$ cat src/rtl/recibirps2.sv
// recibirps2 -- PS/2 device-to-host receiver.
//
// Takes the open-collector PS/2 clock and data lines and turns them into
// bytes for the keyboard scan-code logic. A frame is 11 bits: a start bit
// (0), 8 data bits sent LSB first, an odd parity bit and a stop bit (1).
// The line's clock is synchronized and then debounced before its falling
// edges are used. Data is sampled on each falling edge.
//
// Optional feature (compile-time macro PS2_RX_TIMEOUT_EN):
//   When it is defined, a watchdog aborts a frame that stalls mid-way.
//   When it is not defined, no watchdog exists, rx_timeout is tied to 0,
//   and a truncated frame waits for further clock edges.
//
// Parameters:
//   SYNC_STAGES  flip-flop stages on each of ps2_clk and ps2_data (>= 2)
//   FILTER_LEN   consecutive equal samples needed before clk_f changes
//   TIMEOUT_CYC  CLKOUT cycles without a falling edge before a frame is
//                aborted (used only with PS2_RX_TIMEOUT_EN)
//
// Ports:
//   CLKOUT      system clock; all state changes on its rising edge
//   rst_n       asynchronous active-low reset
//   ps2_clk     raw PS/2 clock line (asynchronous)
//   ps2_data    raw PS/2 data line (asynchronous)
//   rx_en       1 = accept new frames (gates start-bit detection only)
//   d_out       last received byte
//   rx_done     one-cycle pulse when a frame completes
//   parity_err  parity of the last frame was bad (held until next rx_done)
//   frame_err   stop bit of the last frame was 0 (held until next rx_done)
//   busy        a frame is in progress
//   rx_timeout  one-cycle pulse when the watchdog aborts a frame

module recibirps2 #(
  parameter int SYNC_STAGES = 2,
  parameter int FILTER_LEN  = 4,
  parameter int TIMEOUT_CYC = 5000
) (
  input  logic       CLKOUT,
  input  logic       rst_n,
  input  logic       ps2_clk,
  input  logic       ps2_data,
  input  logic       rx_en,
  output logic [7:0] d_out,
  output logic       rx_done,
  output logic       parity_err,
  output logic       frame_err,
  output logic       busy,
  output logic       rx_timeout
);

  typedef enum logic [1:0] {
    IDLE,
    DATA,
    PARITY,
    STOP
  } state_t;

  localparam int FCW = $clog2(FILTER_LEN) + 1;

  state_t state;
  state_t state_next;

  logic [SYNC_STAGES-1:0] clk_sync;
  logic [SYNC_STAGES-1:0] data_sync;
  logic                   clk_s;
  logic                   data_s;

  logic [FCW-1:0] filt_cnt;
  logic           clk_f;
  logic           strobe;

  logic [7:0] shift_reg;
  logic [3:0] bit_cnt;
  logic       parity_bit;
  logic       frame_end;
  logic       timeout_hit;

  // Both lines idle high, so the synchronizers reset to 1. This ensures
  // that a reset is never seen as a falling clock edge.
  always_ff @(posedge CLKOUT or negedge rst_n) begin
    if (!rst_n) begin
      clk_sync  <= '1;
      data_sync <= '1;
    end else begin
      clk_sync  <= {clk_sync[SYNC_STAGES-2:0], ps2_clk};
      data_sync <= {data_sync[SYNC_STAGES-2:0], ps2_data};
    end
  end

  assign clk_s  = clk_sync[SYNC_STAGES-1];
  assign data_s = data_sync[SYNC_STAGES-1];

  // clk_f follows clk_s only after FILTER_LEN consecutive samples that
  // differ from clk_f. Any shorter excursion resets the run count.
  // The strobe is raised on the same edge where clk_f falls, so it is high
  // for exactly the one cycle that follows.
  always_ff @(posedge CLKOUT or negedge rst_n) begin
    if (!rst_n) begin
      clk_f    <= 1'b1;
      filt_cnt <= '0;
      strobe   <= 1'b0;
    end else begin
      strobe <= 1'b0;
      if (clk_s != clk_f) begin
        if (filt_cnt == FCW'(FILTER_LEN - 1)) begin
          clk_f    <= clk_s;
          filt_cnt <= '0;
          strobe   <= clk_f;
        end else begin
          filt_cnt <= filt_cnt + FCW'(1);
        end
      end else begin
        filt_cnt <= '0;
      end
    end
  end

  always_ff @(posedge CLKOUT or negedge rst_n) begin
    if (!rst_n) begin
      state <= IDLE;
    end else begin
      state <= state_next;
    end
  end

  // The FSM moves only on a strobe. The watchdog abort is the one
  // exception, and it can never coincide with a strobe.
  always_comb begin
    state_next = state;
    frame_end  = 1'b0;
    if (timeout_hit) begin
      state_next = IDLE;
    end else if (strobe) begin
      case (state)
        IDLE: begin
          if (!data_s && rx_en) begin
            state_next = DATA;
          end
        end
        DATA: begin
          if (bit_cnt == 4'd7) begin
            state_next = PARITY;
          end
        end
        PARITY: begin
          state_next = STOP;
        end
        STOP: begin
          state_next = IDLE;
          frame_end  = 1'b1;
        end
        default: begin
          state_next = IDLE;
        end
      endcase
    end
  end

  // Data bits arrive LSB first. Shifting right with the new bit entering
  // at the MSB leaves the byte in natural order after 8 bits. The result
  // and the error flags are published at the stop-bit strobe, even when
  // the frame is bad.
  always_ff @(posedge CLKOUT or negedge rst_n) begin
    if (!rst_n) begin
      shift_reg  <= '0;
      bit_cnt    <= '0;
      parity_bit <= 1'b0;
      d_out      <= '0;
      parity_err <= 1'b0;
      frame_err  <= 1'b0;
      rx_done    <= 1'b0;
    end else begin
      rx_done <= frame_end;
      if (strobe) begin
        case (state)
          IDLE: begin
            if (!data_s && rx_en) begin
              bit_cnt <= '0;
            end
          end
          DATA: begin
            shift_reg <= {data_s, shift_reg[7:1]};
            bit_cnt   <= bit_cnt + 4'd1;
          end
          PARITY: begin
            parity_bit <= data_s;
          end
          STOP: begin
            d_out      <= shift_reg;
            parity_err <= ~(^{shift_reg, parity_bit});
            frame_err  <= ~data_s;
          end
          default: begin
            bit_cnt <= '0;
          end
        endcase
      end
    end
  end

  assign busy = (state != IDLE);

`ifdef PS2_RX_TIMEOUT_EN
  localparam int TCW = $clog2(TIMEOUT_CYC);

  logic [TCW-1:0] to_cnt;

  // The watchdog measures the gap since the last falling edge. It restarts
  // on every strobe and stays cleared while IDLE. Reaching the limit
  // abandons the frame without touching d_out or the error flags.
  always_ff @(posedge CLKOUT or negedge rst_n) begin
    if (!rst_n) begin
      to_cnt     <= '0;
      rx_timeout <= 1'b0;
    end else begin
      rx_timeout <= timeout_hit;
      if (state == IDLE || strobe || timeout_hit) begin
        to_cnt <= '0;
      end else begin
        to_cnt <= to_cnt + TCW'(1);
      end
    end
  end

  assign timeout_hit = (state != IDLE) && !strobe &&
                       (to_cnt == TCW'(TIMEOUT_CYC - 1));
`else
  assign timeout_hit = 1'b0;
  assign rx_timeout  = 1'b0;
`endif

endmodule

$ cat config.mk
export PLATFORM = sky130hd
export DESIGN_NAME = recibirps2
export DESIGN_NICKNAME = d
export VERILOG_FILES = /design/src/rtl/recibirps2.sv
export SDC_FILE = /design/constraint.sdc
export NUM_CORES = 1
export LEC_CHECK = 0
export ABC_CLOCK_PERIOD_IN_PS = 2000
export BUFFER_PORTS_ARGS = -buffer_cell sky130_fd_sc_hd__buf_4
export CORE_MARGIN = 1
export CORE_UTILIZATION = 30
export DETAILED_ROUTE_END_ITERATION = 7
export GPL_ROUTABILITY_DRIVEN = 1
export PLACE_DENSITY_LB_ADDON = 0.1
export SKIP_CTS_REPAIR_TIMING = 1
export SYNTH_ARGS = -nofsm -noshare
export SYNTH_HDL_FRONTEND = slang
export SYNTH_SLANG_ARGS = --single-unit
$ cat constraint.sdc
create_clock -name CLKOUT -period 2 [get_ports CLKOUT]
set_clock_uncertainty 0.1 [all_clocks]
set_input_delay 0.4 -clock CLKOUT [delete_from_list [all_inputs] [get_ports CLKOUT]]
set_output_delay 0.4 -clock CLKOUT [all_outputs]
set_load 0.005 [all_outputs]
Word level (Yosys, flattened, before mapping)
Index checks and enable logic that the tools add are counted.

cells by class
  equal/unequal tests = 8
  add/sub/neg operators = 2
  bitwise operators = 2
  reduce and logical (&&, ||, !) cells = 12
  muxes and demuxes = 11

operator list
  cell                   count
  $reduce_xor A9 Y1      1
  $pmux W2 S4            1
  $pmux W4 S2            1
  $reduce_and A2 Y1      4
  $mux W3                2
  $reduce_and A3 Y1      2
  $add A4 B1 Y4 const B  1
  $eq A2 B2 Y1 const B   2
  $eq A4 B3 Y1 const B   1
  $mux W1                4
  $mux W2                2
  $mux W4                1
  $ne A2 B2 Y1 const B   2
  $reduce_bool A2 Y1     2
  $add A3 B1 Y3 const B  1
  $eq A3 B2 Y1 const B   1
  $eq A2 B1 Y1 const B   1
  $logic_not A2 Y1       1
  $not A1 Y1             2
  $logic_and A1 B1 Y1    1
  $logic_not A1 Y1       1
  $ne A1 B1 Y1           1

storage, ports and cells
  input port bits = 5
  flip-flop bits (word level) = 35
  logic and storage cells = 48

Depth between registers and ports, before layout
  depth in word-level cells = 4
  gate-level depth with buffers = 6
  depth with buffers taken out = 6

Least setup slack after synthesis
No wires, ideal clock.

  kind = register to register
  from = register state[0]
  to = register state[1]
  stages on the path, launching flop included = 7
  slack = 0.405 ns
  clock period less this slack = 1.595 ns
  arrival = 1.370 ns
  required time = 1.775 ns
  cells stage by stage = dfrtp_1 -> inv_1 -> ha_1 -> inv_1 -> o21ai_2 -> a21oi_1 -> mux2_2

between the ends
  cells in the longest elaborated chain, start to end = 3
  elaborated cells between the ends (all ways) = 8
  those cells by class = 5 x eq/ne; 1 x mux; 2 x reduce/logical

RTL lines
  element                                           RTL line  source
  start, declared                                   60        state_t state;
  start signal, assigned                            122       state <= state_next;
  $eq A2 B1 Y1 or $logic_not A2 Y1 (tied branches)  134       case (state)
  $ne A2 B2 Y1 (no line)                            -
  $reduce_and A3 Y1 (no line)                       -

Parallel ways exist; a longest one is shown, timed or not.
A chain may end at the register's enable or synchronous reset.

Worst setup path in the final report
Ends and elaborated chain as after synthesis.

==> reports/results.ini <==
[timing]
final.min_clock_period_ps=1688
setup_tns_ps=0
finalMaxSlewViolations=0
fin_ws_ps=312.2
hold_viol_final=0
fin_crit_sh=0.8439
max_freq_mhz=592.5
whs_ps=116.7
grt_setup_unrepaired=false
setup_viol=0

[cells_and_area]
final_nets=143
diodes=0
final_common_cell=dfrtp_1
areaGrowthSynthToFinish_pct=21.16
layout_common_cells=dfrtp_1, mux2_2, buf_4, nand2_1
drive_above_1_share=0.3684
final_cells=200
fillCellCount=475

[power_and_ir_drop]
power_uw=1671
peakVddDrop_v=0.0004792
power.density_nw_per_um2=929.6
p_leak_uw=0.0008781

[floorplan]
ios=18
dieWidth_microns=72.33
initial_utilization=0.3121
core.rowCount=25
die_y_microns=72.33
dieArea_sq_um=5232
fp.coreArea_sq_um=4755

[synth]
synth_area_sq_um=1484
synth_warnings=0
synth-seq-cells=35
synthCells=110
syn_nets=121
ys_types=26
post_synth.cell_area_avg_sq_um=13.49
yosysSeqAreaShare=0.5944

[detailed_routing]
drt-initial-drc-count=46
vias=860
wl_per_cell_microns=11.90
drc_errors=0
avgViaCountPerCell=4.300
dr.pass1.iters=3
routed_wl_microns=2379
ant_nets=0

[clock_network]
cts_tree=yes
clock-sinks=35
clk_pin_slew_ps=70
clock_latency_ps=290
cts.htree.levels=2
root_buffer=clkbuf_8
cts_buffer_depth=2
numCtsBuffers=5

[global_routing]
grt_use_total=0.1126
grt_pass1_vias=932
grt_pass1_wl_microns=4305
antenna_found_initial=0
grt_start_max_net_pins=36
gr-total-overflow=0

[critical_path]
cp-start-kind=register
end_kind=register
arrival_ps=1750
path_max_fanout=6
critical_path_required_ps=2070
critical_path_class=register to register

[job]
max-cap-violations=0

[place]
io_buffers=16
gp_congestion=0.6804
hpwlAfterDp_microns=1679
post-place-ws_ps=282.4
post-place-cells=191

[outcome]
status=finished, final reports clean

[min_path]
hold_path.class=primary input to register

where the power goes:
group / switching (uW) / internal (uW)
registers: 55.2 / 783
logic: 88.2 / 118
clock network: 255 / 372
Yosys cell counts:
master / count / share of area
xnor3_1: 1 / 0.015
dfrtp_1: 30 / 0.51
nand3b_1: 2 / 0.010
and3b_1: 1 / 0.0059
xnor2_1: 6 / 0.035
nand3_1: 3 / 0.010
nor2b_1: 2 / 0.0084
inv_1: 4 / 0.010
nor2_1: 2 / 0.0051
o21ai_2: 1 / 0.0059
buf_4: 1 / 0.0051
o311ai_0: 2 / 0.012
a21oi_1: 1 / 0.0034
o21a_1: 1 / 0.0051
nand2_1: 8 / 0.020
o21ai_1: 1 / 0.0034
xor2_1: 1 / 0.0059
mux2_2: 19 / 0.14
buf_2: 2 / 0.0067
dfstp_2: 5 / 0.089
nor3b_1: 2 / 0.010
o21ai_0: 6 / 0.020
mux2i_1: 1 / 0.0067
nor3_1: 1 / 0.0034
ha_1: 6 / 0.051
conb_1: 1 / 0.0025
metal layers:
metal | up-vias | track usage | routed length (microns) | share of wire
li1 | 420 | - | - | -
met1 | 416 | 0.1298 | 1063 | 0.45
met2 | 17 | 0.1796 | 1153 | 0.48
met3 | 7 | 0.03333 | 89 | 0.037
met4 | 0 | 0.07843 | 72 | 0.030
met5 | - | 0 | 0 | 0
critical path, stage by stage, from the launching register on:
cell and delay (ps):
dfrtp_1 370, inv_1 80, ha_1 220, inv_1 110, o21ai_2 100, a21oi_1 230, mux2_2 370
cells by family (layout without fill, tap and decap cells):
kind of cell               Yosys count  count (layout)  synth area share
adders and majority gates            6               6           0.05059
muxes                               20              20            0.1509
AOI/OAI and AO/OA                   12              12           0.04975
DFF                                 35              35            0.5944
buffers and inverters                7              30           0.02192
other                                1               1          0.002527
and+or+nand+nor                     21              21           0.07335
xor gates and xnor gates             8               8           0.05649
path summary, 6_finish.rpt:
kind,from,end,slack (ps),depth (start not counted)
setup / recovery,state[0]$_DFFE_PN0P_,state[1]$_DFFE_PN0P_,310,6
hold / removal,ps2_data,data_sync[0]$_DFF_PN1_,120,1
setup reg to reg,state[0]$_DFFE_PN0P_,state[1]$_DFFE_PN0P_,310,6
hold reg to reg,data_sync[0]$_DFF_PN1_,data_sync[1]$_DFF_PN1_,260,0
max in group asynchronous,rst_n,clk_f$_DFFE_PN1P_,960,2
min in group asynchronous,rst_n,d_out[3]$_DFFE_PN0P_,490,2
stage by stage:
stage / area (sq um) / utilization
after floorplan: 1484 / -
after global routing: 1798 / 0.3782
final: 1798 / 0.3782
after CTS: 1788 / 0.3761
after global placement: 1678 / 0.3529
after detailed placement: 1678 / 0.3529
final cells by class:
type                            count  area (sq um)  area share
Clock buffer                        6         72.57     0.04036
Clock inverter                      2         37.54     0.02088
Inverter                            4         15.01    0.008351
Multi-Input combinational cell     68         569.3      0.3166
Sequential cell                    35         882.1      0.4906
Tap cell                           67         83.83     0.04663
Timing Repair Buffer               18         137.6     0.07655
No activity file was read; power rests on OpenSTA's default activity.
